`config.mk`:
```
export PLATFORM = sky130hd
export DESIGN_NAME = dmem_arbiter_flat
export DESIGN_NICKNAME = d
export VERILOG_FILES = /design/src/rtl/dmem_arb_pkg.sv /design/src/rtl/dmem_arbiter_if.sv /design/src/rtl/dmem_arbiter_rr_arb2.sv /design/src/rtl/dmem_arbiter.sv /design/src/flat_wrapper.sv
export SDC_FILE = /design/constraint.sdc
export NUM_CORES = 1
export LEC_CHECK = 0
export ABC_AREA = 1
export BUFFER_PORTS_ARGS = -buffer_cell sky130_fd_sc_hd__buf_2
export CAP_MARGIN = 10
export CORE_MARGIN = 3
export CORE_UTILIZATION = 46
export DETAILED_ROUTE_END_ITERATION = 8
export GPL_ROUTABILITY_DRIVEN = 0
export PLACE_DENSITY_LB_ADDON = 0.1
export SLEW_MARGIN = 15
export SYNTH_ARGS = -nofsm -noshare
export SYNTH_HDL_FRONTEND = slang
export SYNTH_SLANG_ARGS = --single-unit
```
`constraint.sdc`:
```
create_clock -name clk -period 1.85 [get_ports clk]
set_input_delay 0.0925 -clock clk [delete_from_list [all_inputs] [get_ports clk]]
set_output_delay 0.0925 -clock clk [all_outputs]
set_load 0.01 [all_outputs]
```
`src/rtl/dmem_arb_pkg.sv`:
```
// Shared types and constants for the data-memory arbiter.
package dmem_arb_pkg;

   typedef enum logic {
      ST_IDLE   = 1'b0,
      ST_ACCESS = 1'b1
   } state_e;

   localparam logic REQ_CPU = 1'b0;
   localparam logic REQ_DMA = 1'b1;

   localparam int unsigned DEF_MEM_BYTES = 1024;

   // Request captured at grant time and replayed onto the memory port.
   typedef struct packed {
      logic        we;
      logic [31:0] addr;
      logic [31:0] wdata;
   } req_t;

endpackage

```
`src/rtl/dmem_arbiter_if.sv`:
```
// Requester and memory-port bundle for dmem_arbiter.
// master: requester/memory side, slave: the arbiter.
interface dmem_arbiter_if;

   logic        m0_req, m0_we, m0_gnt, m0_rvalid, m0_err;
   logic [31:0] m0_addr, m0_wdata, m0_rdata;
   logic        m1_req, m1_we, m1_gnt, m1_rvalid, m1_err;
   logic [31:0] m1_addr, m1_wdata, m1_rdata;
   logic        mem_rd, mem_wr;
   logic [31:0] mem_addr, mem_wdata, mem_rdata;

   modport master (
      output m0_req, m0_we, m0_addr, m0_wdata,
      input  m0_gnt, m0_rvalid, m0_rdata, m0_err,
      output m1_req, m1_we, m1_addr, m1_wdata,
      input  m1_gnt, m1_rvalid, m1_rdata, m1_err,
      input  mem_rd, mem_wr, mem_addr, mem_wdata,
      output mem_rdata
   );

   modport slave (
      input  m0_req, m0_we, m0_addr, m0_wdata,
      output m0_gnt, m0_rvalid, m0_rdata, m0_err,
      input  m1_req, m1_we, m1_addr, m1_wdata,
      output m1_gnt, m1_rvalid, m1_rdata, m1_err,
      output mem_rd, mem_wr, mem_addr, mem_wdata,
      input  mem_rdata
   );

endinterface

```
`src/rtl/dmem_arbiter_rr_arb2.sv`:
```
// rr_arb2: combinational two-way round-robin picker.
// On a tie the requester that did not win last time is chosen.
module rr_arb2 (
   input  logic [1:0] req,
   input  logic       last,
   output logic [1:0] gnt,
   output logic       id
);

   always_comb begin
      gnt = 2'b00;
      id  = 1'b0;
      case (req)
         2'b01: begin gnt = 2'b01; id = 1'b0; end
         2'b10: begin gnt = 2'b10; id = 1'b1; end
         2'b11: begin
            id  = ~last;
            gnt = last ? 2'b01 : 2'b10;
         end
         default: ;
      endcase
   end

endmodule

```
`src/rtl/dmem_arbiter.sv`:
```
// dmem_arbiter: round-robin sequencer of two requesters onto one data-memory port.
// Optional DMEM_ARB_RANGE_CHECK_EN: illegal addresses are sequenced but not issued, and flag err.
module dmem_arbiter
   import dmem_arb_pkg::*;
#(
   parameter int unsigned MEM_BYTES = DEF_MEM_BYTES
) (
   input  logic           clk,
   input  logic           reset,
   dmem_arbiter_if.slave  bus
);

   state_e           state, state_nxt;
   logic             last_grant, owner_q;
   req_t             req_q;
   logic [1:0]       req_v, pick_gnt, gnt;
   logic             pick_id;
   logic [1:0]       rvalid_q;
   logic [1:0][31:0] rdata_q;
   logic             legal, in_access;

   assign req_v = {bus.m1_req, bus.m0_req};

   rr_arb2 u_pick (
      .req  (req_v),
      .last (last_grant),
      .gnt  (pick_gnt),
      .id   (pick_id)
   );

   always_comb begin
      state_nxt = state;
      gnt       = 2'b00;
      case (state)
         ST_IDLE: begin
            if (!reset && |req_v) begin
               gnt       = pick_gnt;
               state_nxt = ST_ACCESS;
            end
         end
         ST_ACCESS: state_nxt = ST_IDLE;
         default:   state_nxt = ST_IDLE;
      endcase
   end

`ifdef DMEM_ARB_RANGE_CHECK_EN
   logic [1:0] err_q;
   assign legal = (req_q.addr < 32'(MEM_BYTES)) && (req_q.addr[1:0] == 2'b00);
`else
   assign legal = 1'b1;
`endif

   // Reset gates the strobes so an access caught by reset never reaches memory.
   assign in_access     = (state == ST_ACCESS) && !reset;
   assign bus.mem_rd    = in_access && !req_q.we && legal;
   assign bus.mem_wr    = in_access &&  req_q.we && legal;
   assign bus.mem_addr  = req_q.addr;
   assign bus.mem_wdata = req_q.wdata;

   always_ff @(posedge clk) begin
      if (reset) begin
         state      <= ST_IDLE;
         last_grant <= REQ_DMA;
         owner_q    <= REQ_CPU;
         req_q      <= '0;
         rvalid_q   <= '0;
         rdata_q    <= '0;
      end else begin
         state    <= state_nxt;
         rvalid_q <= '0;
         if (|gnt) begin
            last_grant <= pick_id;
            owner_q    <= pick_id;
            req_q      <= pick_id ? req_t'{bus.m1_we, bus.m1_addr, bus.m1_wdata}
                                  : req_t'{bus.m0_we, bus.m0_addr, bus.m0_wdata};
         end
         if (state == ST_ACCESS) begin
            rvalid_q[owner_q] <= !req_q.we;
            if (!req_q.we) rdata_q[owner_q] <= legal ? bus.mem_rdata : 32'h0;
         end
      end
   end

`ifdef DMEM_ARB_RANGE_CHECK_EN
   always_ff @(posedge clk) begin
      if (reset) begin
         err_q <= '0;
      end else begin
         err_q <= '0;
         if (state == ST_ACCESS) err_q[owner_q] <= !legal;
      end
   end
   assign bus.m0_err = err_q[0];
   assign bus.m1_err = err_q[1];
`else
   assign bus.m0_err = 1'b0;
   assign bus.m1_err = 1'b0;
`endif

   assign bus.m0_gnt    = gnt[0];
   assign bus.m1_gnt    = gnt[1];
   assign bus.m0_rvalid = rvalid_q[0];
   assign bus.m1_rvalid = rvalid_q[1];
   assign bus.m0_rdata  = rdata_q[0];
   assign bus.m1_rdata  = rdata_q[1];

endmodule
```
`src/flat_wrapper.sv`:
```
// flat-port wrapper written by rule: the top's interface ports become plain ports
module dmem_arbiter_flat import dmem_arb_pkg::*;
#(
   parameter int unsigned MEM_BYTES = DEF_MEM_BYTES
)
  (clk, reset, bus_m0_req, bus_m0_we, bus_m0_addr, bus_m0_wdata, bus_m0_gnt, bus_m0_rvalid, bus_m0_rdata, bus_m0_err, bus_m1_req, bus_m1_we, bus_m1_addr, bus_m1_wdata, bus_m1_gnt, bus_m1_rvalid, bus_m1_rdata, bus_m1_err, bus_mem_rd, bus_mem_wr, bus_mem_addr, bus_mem_wdata, bus_mem_rdata);
  dmem_arbiter_if bus_i ();
  input  logic clk;
  input  logic reset;
  input wire logic [$bits(bus_i.m0_req)-1:0] bus_m0_req;
  input wire logic [$bits(bus_i.m0_we)-1:0] bus_m0_we;
  input wire logic [$bits(bus_i.m0_addr)-1:0] bus_m0_addr;
  input wire logic [$bits(bus_i.m0_wdata)-1:0] bus_m0_wdata;
  output wire logic [$bits(bus_i.m0_gnt)-1:0] bus_m0_gnt;
  output wire logic [$bits(bus_i.m0_rvalid)-1:0] bus_m0_rvalid;
  output wire logic [$bits(bus_i.m0_rdata)-1:0] bus_m0_rdata;
  output wire logic [$bits(bus_i.m0_err)-1:0] bus_m0_err;
  input wire logic [$bits(bus_i.m1_req)-1:0] bus_m1_req;
  input wire logic [$bits(bus_i.m1_we)-1:0] bus_m1_we;
  input wire logic [$bits(bus_i.m1_addr)-1:0] bus_m1_addr;
  input wire logic [$bits(bus_i.m1_wdata)-1:0] bus_m1_wdata;
  output wire logic [$bits(bus_i.m1_gnt)-1:0] bus_m1_gnt;
  output wire logic [$bits(bus_i.m1_rvalid)-1:0] bus_m1_rvalid;
  output wire logic [$bits(bus_i.m1_rdata)-1:0] bus_m1_rdata;
  output wire logic [$bits(bus_i.m1_err)-1:0] bus_m1_err;
  output wire logic [$bits(bus_i.mem_rd)-1:0] bus_mem_rd;
  output wire logic [$bits(bus_i.mem_wr)-1:0] bus_mem_wr;
  output wire logic [$bits(bus_i.mem_addr)-1:0] bus_mem_addr;
  output wire logic [$bits(bus_i.mem_wdata)-1:0] bus_mem_wdata;
  input wire logic [$bits(bus_i.mem_rdata)-1:0] bus_mem_rdata;
  assign bus_i.m0_req = bus_m0_req;
  assign bus_i.m0_we = bus_m0_we;
  assign bus_i.m0_addr = bus_m0_addr;
  assign bus_i.m0_wdata = bus_m0_wdata;
  assign bus_m0_gnt = bus_i.m0_gnt;
  assign bus_m0_rvalid = bus_i.m0_rvalid;
  assign bus_m0_rdata = bus_i.m0_rdata;
  assign bus_m0_err = bus_i.m0_err;
  assign bus_i.m1_req = bus_m1_req;
  assign bus_i.m1_we = bus_m1_we;
  assign bus_i.m1_addr = bus_m1_addr;
  assign bus_i.m1_wdata = bus_m1_wdata;
  assign bus_m1_gnt = bus_i.m1_gnt;
  assign bus_m1_rvalid = bus_i.m1_rvalid;
  assign bus_m1_rdata = bus_i.m1_rdata;
  assign bus_m1_err = bus_i.m1_err;
  assign bus_mem_rd = bus_i.mem_rd;
  assign bus_mem_wr = bus_i.mem_wr;
  assign bus_mem_addr = bus_i.mem_addr;
  assign bus_mem_wdata = bus_i.mem_wdata;
  assign bus_i.mem_rdata = bus_mem_rdata;
  dmem_arbiter #(.MEM_BYTES(MEM_BYTES)) u_core (.clk(clk), .reset(reset), .bus(bus_i));
endmodule
```
-- After elaboration in Yosys (flattened, before gate mapping)
Index checks and enable logic that the tools add are counted.
- memories kept: 0
- bits of input ports: 166
- latch bits: 0
- output and inout port bits: 136
- register bits: 134
- memory bits (read-only): 0
- word-level logic and storage cells: 42
- memory bits (writable): 0
- shifts and indexed selects: 0
- order comparisons: 2
- bitwise operators: 4
- add/sub/neg operators: 0
- equal/unequal tests: 3
- multiply operators: 0
- divide/modulo/power cells: 0
- reductions and logical operators: 11
- mux-type cells: 13
- operators by type and width (operator ; number):
    $mux 65 ; 1
    $bwmux 64 ; 1
    $demux 32 s1 ; 1
    $mux 32 ; 1
    $mux 2 ; 3
    $pmux 2 s3 ; 1
    $reduce_or 2->1 ; 3
    $logic_and 1x1->1 ; 5
    $eq 2x2->1 const B ; 2
    $pmux 1 s2 ; 2
    $not 1->1 ; 3
    $and 2x2->2 ; 1
    $eq 2x1->1 const B ; 1
    $logic_not 1->1 ; 2
    $lt 1x2->1 const B ; 1
    $mux 1 ; 2
    $reduce_and 2->1 ; 1
    $demux 1 s1 ; 1
    $ge 1x1->1 const B ; 1

-- Longest topological paths before layout
Gate-level depths: netlist (run 1).
- depth after elaboration: 5
- gate-level depth with buffers: 9
- mapped depth without buffers: 6

-- By module
A second synthesis (run 1) with hierarchy kept.
- cell total of the unflattened synthesis: 982
- area total of the unflattened synthesis: 6367.4 sq um
- modules (own cells, without submodules) (module ; cells each ; instances ; area an instance (sq um) ; sequential area each (sq um)):
    dmem_arbiter ; 976 ; 1 ; 6342.3 ; 2682.6
    rr_arb2 ; 6 ; 1 ; 25.0 ; 0.0

-- Worst setup path before layout (run 1)
Ideal clock, no wire load.
- kind: reg-to-reg
- start: register u_core.state
- end: register u_core.req_q, in the netlist u_core.bus.mem_addr[26]
- arrival time: 1084 ps
- setup slack: 702 ps
- cell stages (with the launch flop): 9
- setup time: 64 ps
- path buffers: 3
- period minus slack after synthesis: 1148 ps
- data required time: 1786 ps
- path through: dfxtp_1 -> buf_6 -> nor2_2 -> o21ai_1 -> buf_4 -> buf_6 -> nand2_1 -> nand2_1 -> nor2_1
- word-level cells in the longest chain between the ends: 2
- RTL lines (item ; line ; text):
    start, declared ; dmem_arbiter.sv:13 ; state_e state, state_nxt;
    start signal, assigned ; dmem_arbiter.sv:69 ; state <= state_nxt;
    $mux 2 ; dmem_arbiter.sv:34 ; case (state)
    $reduce_or 2->1 ; dmem_arbiter.sv:71 ; if (|gnt) begin
    end signal, assigned ; dmem_arbiter.sv:74 ; req_q <= pick_id ? req_t'{bus.m1_we, bus.m1_addr, bus.m1_wdata}
    end, declared ; dmem_arbiter.sv:15 ; req_t req_q;
No other way between the ends.
A chain may end at the register's enable or synchronous reset.

-- Worst setup path after layout (run 1)
- start: register u_core.state
- end: register u_core.req_q[64] (netlist name)
Same word-level chain as after synthesis.

==> impl.org, run 1 <==
** Timing
- Based on the critical path, the design can be clocked at up to 584 MHz.
- Setup violations remaining at the end of the flow were counted as 0.
- The hold violation count in the final report is 0.
- The max-slew violation total from the final report is 0.
- Sum Neg Setup Slack :: 0 ns
- Period utilisation layout :: 92.5%
- The clock period could shrink to 1.71 ns.
- The clock arrives with 0.00762 ns of skew.
- RSZ-0062 raised after global routing :: false

** Floorplan
- Die ar. :: 16800 sq um
- The floorplan step defined a core boundary enclosing 14800 sq um.
- After floorplanning, the core was divided into 44 placement rows.
- The initial utilization of the core area, before any placement, comes to 47.8%.
- The floorplan step set the die width to 130 um.
- The die is 130 um tall.
- Total I/O pin count :: 302

** Setup path
- R2r endpoint :: u_core.req_q[64]$_SDFFE_PP0P_
- Slowest stage delay, CP :: 0.55 ns
- The cell family contributing the most delay on the critical path is buffers and inverters.
- In this run the worst path has a maximum fanout of 66.
- At the worst endpoint, the arrival time is 2.02 ns.
- STA classifies the critical path startpoint as a flip-flop.
- CP endpoint kind :: flip-flop
- Ordered cell list for the critical path :: nor2_2 -> o21ai_4 -> buf_12 -> nand3_1 -> o21ai_0 -> dlygate4sd3_1
- In this run the register-to-register setup slack is 0.14 ns.
- The critical path is of the flip-flop to flip-flop type.
- Worst r2r path cells :: 6
- Cell at the slowest stage of the critical path :: dlygate4sd3_1
- Data on the critical path is required at its endpoint by 2.15 ns.
- Buf/Inv on CP :: 2
- The startpoint identified for the worst register-to-register timing path is u_core.state$_SDFF_PP0_.

** Clock network
- TritonCTS clock tree :: yes
- Hold repair after CTS inserted 45 buffers.
- In this run the number of H-tree levels came out at 4.
- Clk Tree Root Cell :: clkbuf_16
- Clock sinks :: 134
- After clock tree synthesis, the clock-pin slew on the worst setup and hold paths is 0.06 ns.
- Once the clock tree was built, the resizer swapped 0 gates to a different size.
- Clock Tree Buf Depth :: 2
- Clock tree synthesis inserted a total of 17 buffers.
- Insertion delay of the later-clocked pin in the worst-skew pair :: 0.42 ns
- Buffer count from post-CTS setup fixing :: 0

** Power
- Net switching is 27.7% of the power.
- Leakage dissipation :: 4.88 nW
- In this run the power density over the cells is 915 nW/um^2.
- Part of the total power dissipated in sequential elements :: 37.9%
- The internal power of the cells totals 6.10 mW.
- Combinational Power Share :: 18.5%
- Net switching component of the power :: 2.34 mW
- The clock network burns 43.5% of the power.
- Peak VDD IR :: 0.664 mV
- Total power for the finished layout comes to 8.44 mW.

** Global route
- Antenna violations before repair :: 2
- Largest net degree at the start of global routing :: 102
- After global routing the overflow that remains totals 0.
- Global routing consumed, over all layers together, 22.9% of the routing resources.
- Wire length of the first global-routing pass :: 31.2 mm
- Vias in the first global route :: 6386

** Job
- Across the run, the number of max-cap violations was 0.

** Hold path
- Type of the tightest min-delay check :: primary input to flip-flop
- Terminating pin of the worst hold path :: u_core.bus.mem_wdata[14]$_SDFFE_PP0P_
- Worst min-delay path startpoint :: bus_m1_wdata[14]
- Instance count along the most critical hold path :: 5

** Cells and area
- Count of nets after finishing :: 1483
- The sequential cells in the finished layout cover a total of 2680 sq um.
- Summing all multi-input logic gate instances after layout gives 3110 sq um.
- Cells with a size suffix above 1 make up 26.8% of the layout.
- Leaving out fill and tap cells, the most frequent cell in the layout is buf_2.
- Once layout is done, the placed cells without fillers occupy 9220 sq um.
- The library cells used most frequently in the layout, excluding fill and tap cells, are buf_2 (298), nand2_1 (295), nor2_1 (199), dfxtp_1 (134), inv_1 (99).
- Synth-to-Final Area Change :: 30.8%
- # fillers :: 1461

** Synth
- The synthesized netlist devotes 9.30% of its cell area to compound gates.
- Synthesis produced 1078 cells.
- Multiplexer area fraction after synthesis :: 0%
- Part of the Yosys area used for sequential elements :: 38.1%
- Area share of and/or/nand/nor cells after synthesis :: 34.4%
- Mapped Avg Cell Area :: 6.54 sq um
- After synthesis the netlist holds a flip-flop and latch count of 134.
- Largest family of logic cells by synthesized area :: simple AND/OR/NAND/NOR gates
- The Yosys step of the flow raised 0 warnings.
- After Yosys synthesis, full adders, half adders and majority gates account for 0% of the synthesized area.
- The cell area that synthesis handed to floorplanning was 7050 sq um.
- Count of distinct cell types in the synthesized netlist :: 18
- Fraction of synthesized cell area in xor and xnor cells :: 0%

** Route
- The routed layout has 7065 vias.
- Highest signal layer in the routed design :: met5
- Routed metal-1 wirelength :: 8.53 mm
- Dividing the detail-routed via count by the number of cells gives 4.66.
- After detailed routing, the met2 layer carries 9.80 mm of wire.
- Metal3 WL :: 1.51 mm
- Number of search-and-repair iterations in the first detailed-routing pass :: 7
- In the final routed layout, each cell accounts on average for 13.3 um.
- DRT antenna net count :: 0
- Number of DRC markers after the initial detailed-route iteration :: 344
- DRC violation count after routing :: 0
- Total wirelength of the detailed-routed design :: 20.2 mm

** Placement
- Half-perimeter wire length of the detailed placement result :: 13.5 mm
- Placed Instance Area :: 8120 sq um
- Number of buffer cells added on primary ports :: 299

** Run status
- The run finished with clean final reports.
-- cells in the mapped netlist (all sizes together) --
master	n	share of area, %
a21boi	64	6.8
a21oi	32	2.3
buf	112	11
clkbuf	32	1.7
conb	1	0.053
dfxtp	134	38
inv	101	5.4
nand2	296	16
nand3	68	4.8
nand3b	2	0.21
nand4	32	2.8
nor2	201	11
o21ai	3	0.21
-- worst max-delay path by stage --
| stage | startpoint | endpoint | slack [ns] | cells past startpoint |
|---|---|---|---|---|
| 3_5_place_dp | u_core.state$_SDFF_PP0_ | u_core.bus.m0_rdata[25]$_SDFFE_PP0P_ | 0.43 | 6 |
| 5_1_grt | u_core.state$_SDFF_PP0_ | u_core.req_q[64]$_SDFFE_PP0P_ | 0.05 | 6 |
| 2_1_floorplan | u_core.state$_SDFF_PP0_ | u_core.bus.mem_addr[26]$_SDFFE_PP0P_ | 0.70 | 8 |
| 3_3_place_gp | u_core.state$_SDFF_PP0_ | u_core.bus.m0_rdata[13]$_SDFFE_PP0P_ | 0.50 | 6 |
| 6_report | u_core.state$_SDFF_PP0_ | u_core.req_q[64]$_SDFFE_PP0P_ | 0.14 | 6 |
| 4_1_cts | u_core.last_grant$_SDFFE_PP1P_ | bus_m1_gnt | 0.15 | 5 |
-- state kept, by name (all words and copies together) (netlist names) --
signal and count:
u_core.bus.m0_rdata 32, u_core.bus.m1_rdata 32, u_core.bus.mem_addr 32, u_core.bus.mem_wdata 32
u_core.last_grant 1, u_core.owner_q 1, u_core.req_q 1, u_core.rvalid_q 2
u_core.state 1
-- worst register-to-register path, stage by stage, from the launching register on --
cell and delay, ns:
dfxtp_1 0.35, nor2_2 0.19, o21ai_4 0.09, buf_12 0.19
nand3_1 0.15, o21ai_0 0.08, dlygate4sd3_1 0.55
-- kinds of logic (layout without fill, tap and decap cells) --
kind of cell,after synthesis,in the layout
other cells,1,3
flops,134,134
compound gates,99,99
simple gates,599,599
buf+inv,245,496
-- final cells by class --
type                       count  area share, %
multi-input combinational    700           33.8
sequential                   134           29.1
timing repair buffer         363           23.5
clock buffer                  19           4.91
inverter                     101           4.13
tap                          184           2.50
clock inverter                13           2.08
antenna                        1         0.0271
-- stage by stage --
stage	std cells	utilization, %	hold slack (ns)	setup WS [ns]
after floorplan	1079	-	0.227	0.702
final	1515	62.5	0.00726	0.139
after CTS	1514	62.5	0.0000984	0.149
after global routing	1515	62.5	0.0233	0.0523
after detailed placement	1437	55.1	0.347	0.430
after global placement	1437	55.1	0.338	0.495
-- metal layers --
layer / vias to the layer above / global-route usage [%]
met1: 3085 / 27.5
met2: 219 / 39.3
met3: 23 / 6.67
li1: 3736 / -
met4: 2 / 7.76
met5: - / 0
-- power by group through the flow --
stage / clock network, mW / registers (mW) / logic (mW)
2_1_floorplan: 0 / 3.29 / 1.05
3_3_place_gp: 0 / 3.25 / 1.48
3_5_place_dp: 0 / 3.26 / 1.49
4_1_cts: 3.74 / 3.20 / 1.58
5_1_grt: 3.85 / 3.22 / 1.77
6_report: 3.67 / 3.20 / 1.56
No activity file was read; power rests on OpenSTA's default activity.
==> run 2, diff against run 1 <==
- clock period: 1.85 -> 2.11 ns (I/O delays scaled with it)
==> impl.org, run 2 (synthesis results as in run 1) <==
** Run status
- The flow ran to the end, and the final reports show no timing, DRC or antenna violations.

** Timing
- The worst path uses 86.7% of the clock period.
- The max-slew violation total from the final report is 0.
- Final setup slack of the worst path :: 0.282 ns
- In this run the tightest slew margin relative to its limit is 64.9%.
- The routed design could run at a clock period as short as 1.83 ns.
- Setup repair after global routing left no endpoint under its margin.
- Clock skew on the completed layout was measured at 0.00945 ns.
- After routing, the total negative slack on setup checks comes to 0 ns.
- At the pin with the least slew margin, the transition time is 0.527 ns.
- The tightest hold path in the finished design has a slack of 0.0202 ns.
- Total count of hold-check failures in the final report :: 0
- Setup violations remaining at the end of the flow were counted as 0.
- Based on the critical path, the design can be clocked at up to 547 MHz.

** Clock network
- Buffer count from post-CTS setup fixing :: 0
- No sink is reached through more buffers than the 2 on the longest clock path.
- Hold buffer count at CTS :: 35
- Clock sinks :: 134
- Gates resized during post-CTS repair numbered 0.
- In this run the number of H-tree levels came out at 4.
- Clock slew at reported path FFs :: 0.06 ns
- Clk Tree Root Cell :: clkbuf_16
- Number of buffers inserted during clock tree synthesis :: 17
- TritonCTS built the clock tree.
- The clock reaches the later pin of the worst-skew pair after 0.42 ns.

** Floorplan
- Total I/O pin count :: 302
- Die ar. :: 16800 sq um
- After floorplanning, the core was divided into 44 placement rows.
- Vertical die dimension :: 130 um
- Core Region :: 14800 sq um
- The initial utilization of the core area, before any placement, comes to 47.8%.
- From left edge to right edge, the die measures 130 um.

** Route
- Number of DRC markers after the initial detailed-route iteration :: 517
- The first TritonRoute pass finished after 5 iterations.
- Total wirelength of the detailed-routed design :: 20.2 mm
- DRC violation count after routing :: 0
- DRT antenna net count :: 0
- Via density :: 4.71
- Summing over every cut layer, the via total after detailed routing is 7080.
- Routed length per placed instance :: 13.4 um

** Power
- Registers are responsible for 39.7% of the overall power.
- Combinational Power Share :: 19.0%
- Across the VDD grid, the largest voltage drop is 0.488 mV.
- Leakage dissipation :: 4.78 nW
- The analysis attributes to net switching a power of 2.05 mW.
- The share of total power dissipated in the clock network is 41.3%.
- Share of total power consumed by net switching :: 29.0%
- The design draws 7.07 mW.
- Internal power consumption :: 5.02 mW
- Power density over the cells :: 785 nW/um^2

** Global route
- The via count of the first global-routing pass came to 6516.
- Global routing used 23.3% of the available tracks across all layers.
- Largest net degree at the start of global routing :: 117
- GR Overflow Total :: 0
- The initial antenna violation count is 4.
- Wire length of the first global-routing pass :: 31.4 mm

** Placement
- Place WS :: 0.639 ns
- Placed Instance Area :: 8080 sq um
- Half-perimeter wire length of the detailed placement result :: 13.6 mm
- Buffers placed on the I/O ports in this run total 299.
- Including well taps, the total number of placed cells is 1434.

** Cells and area
- Relative to the synthesized area, the layout overhead comes to 27.9%.
- The finished layout holds 1502 standard cells, fillers aside.
- Leaving out fill and tap cells, the most frequent cell in the layout is buf_2.
- The layout has 1452 filler cells.
- Finished layout cell area :: 9010 sq um
- Count of nets after finishing :: 1470
- The post-route netlist has 26.7% of its cells at a drive strength greater than 1.
- In the layout the commonest cells are buf_2 (298), nand2_1 (295), nor2_1 (199), dfxtp_1 (134), inv_1 (99).
- Final cell utilization of the core :: 61.1%

** Setup path
- Along the worst path, the maximum fanout reaches 101.
- By startpoint and endpoint, the worst setup path is classified as primary input to output pin.
- The worst setup path is launched from a primary input.
- Required arrival time at the worst endpoint :: 2.00 ns
- The worst setup path is captured at an output pin.
- STA puts the critical path data arrival time at 1.72 ns.

** Hold path
- The min-delay analysis places its worst path in the category primary input to flip-flop.

** Job
- Maxcap violations :: 0
==> run 2: layout make-up <==
| cell class | count | area [sq um] | share of cell area [%] |
|---|---|---|---|
| well taps | 184 | 230 | 2.55 |
| inverters | 101 | 380 | 4.22 |
| clock buffers | 19 | 433 | 4.80 |
| repair buffers | 350 | 2020 | 22.4 |
| multi-input cells | 700 | 3110 | 34.5 |
| diodes | 1 | 2.50 | 0.0278 |
| clock inverters | 13 | 150 | 1.67 |
| flip-flops and latches | 134 | 2680 | 29.8 |
==> run 2: routing by layer <==
layer  GRT usage [%]  share of wire [%]  vias up
met2            40.2                 48      244
met3            7.57                7.7       30
met4            7.76                1.8        6
met5               0               0.20        -
li1                -                  -     3712
met1            27.3                 42     3088
==> run 2: path summary, 6_finish.rpt <==
path	startpoint	endpoint	slack, ns	cells past startpoint
max reg2reg	u_core.req_q[64]$_SDFFE_PP0P_	u_core.bus.m1_rdata[18]$_SDFFE_PP0P_	0.30	6
min reg2reg	u_core.bus.m1_rdata[24]$_SDFFE_PP0P_	u_core.bus.m1_rdata[24]$_SDFFE_PP0P_	0.46	2
min	bus_m1_addr[2]	u_core.bus.mem_addr[2]$_SDFFE_PP0P_	0.02	5
max	reset	bus_mem_wr	0.28	7
==> run 2: power by group through the flow <==
stage	combinational (mW)	clock, mW	sequential (mW)
floorplan	0.918	0	2.88
global placement	1.29	0	2.85
detailed placement	1.30	0	2.86
CTS	1.36	2.97	2.81
global route	1.53	3.09	2.83
finish	1.35	2.92	2.81
==> run 2: critical path, cell delays in order <==
cell	delay, ns
dlygate4sd3_1	0.54
buf_2	0.17
clkinv_2	0.08
buf_12	0.38
nand2_1	0.13
nor2_1	0.14
buf_2	0.15
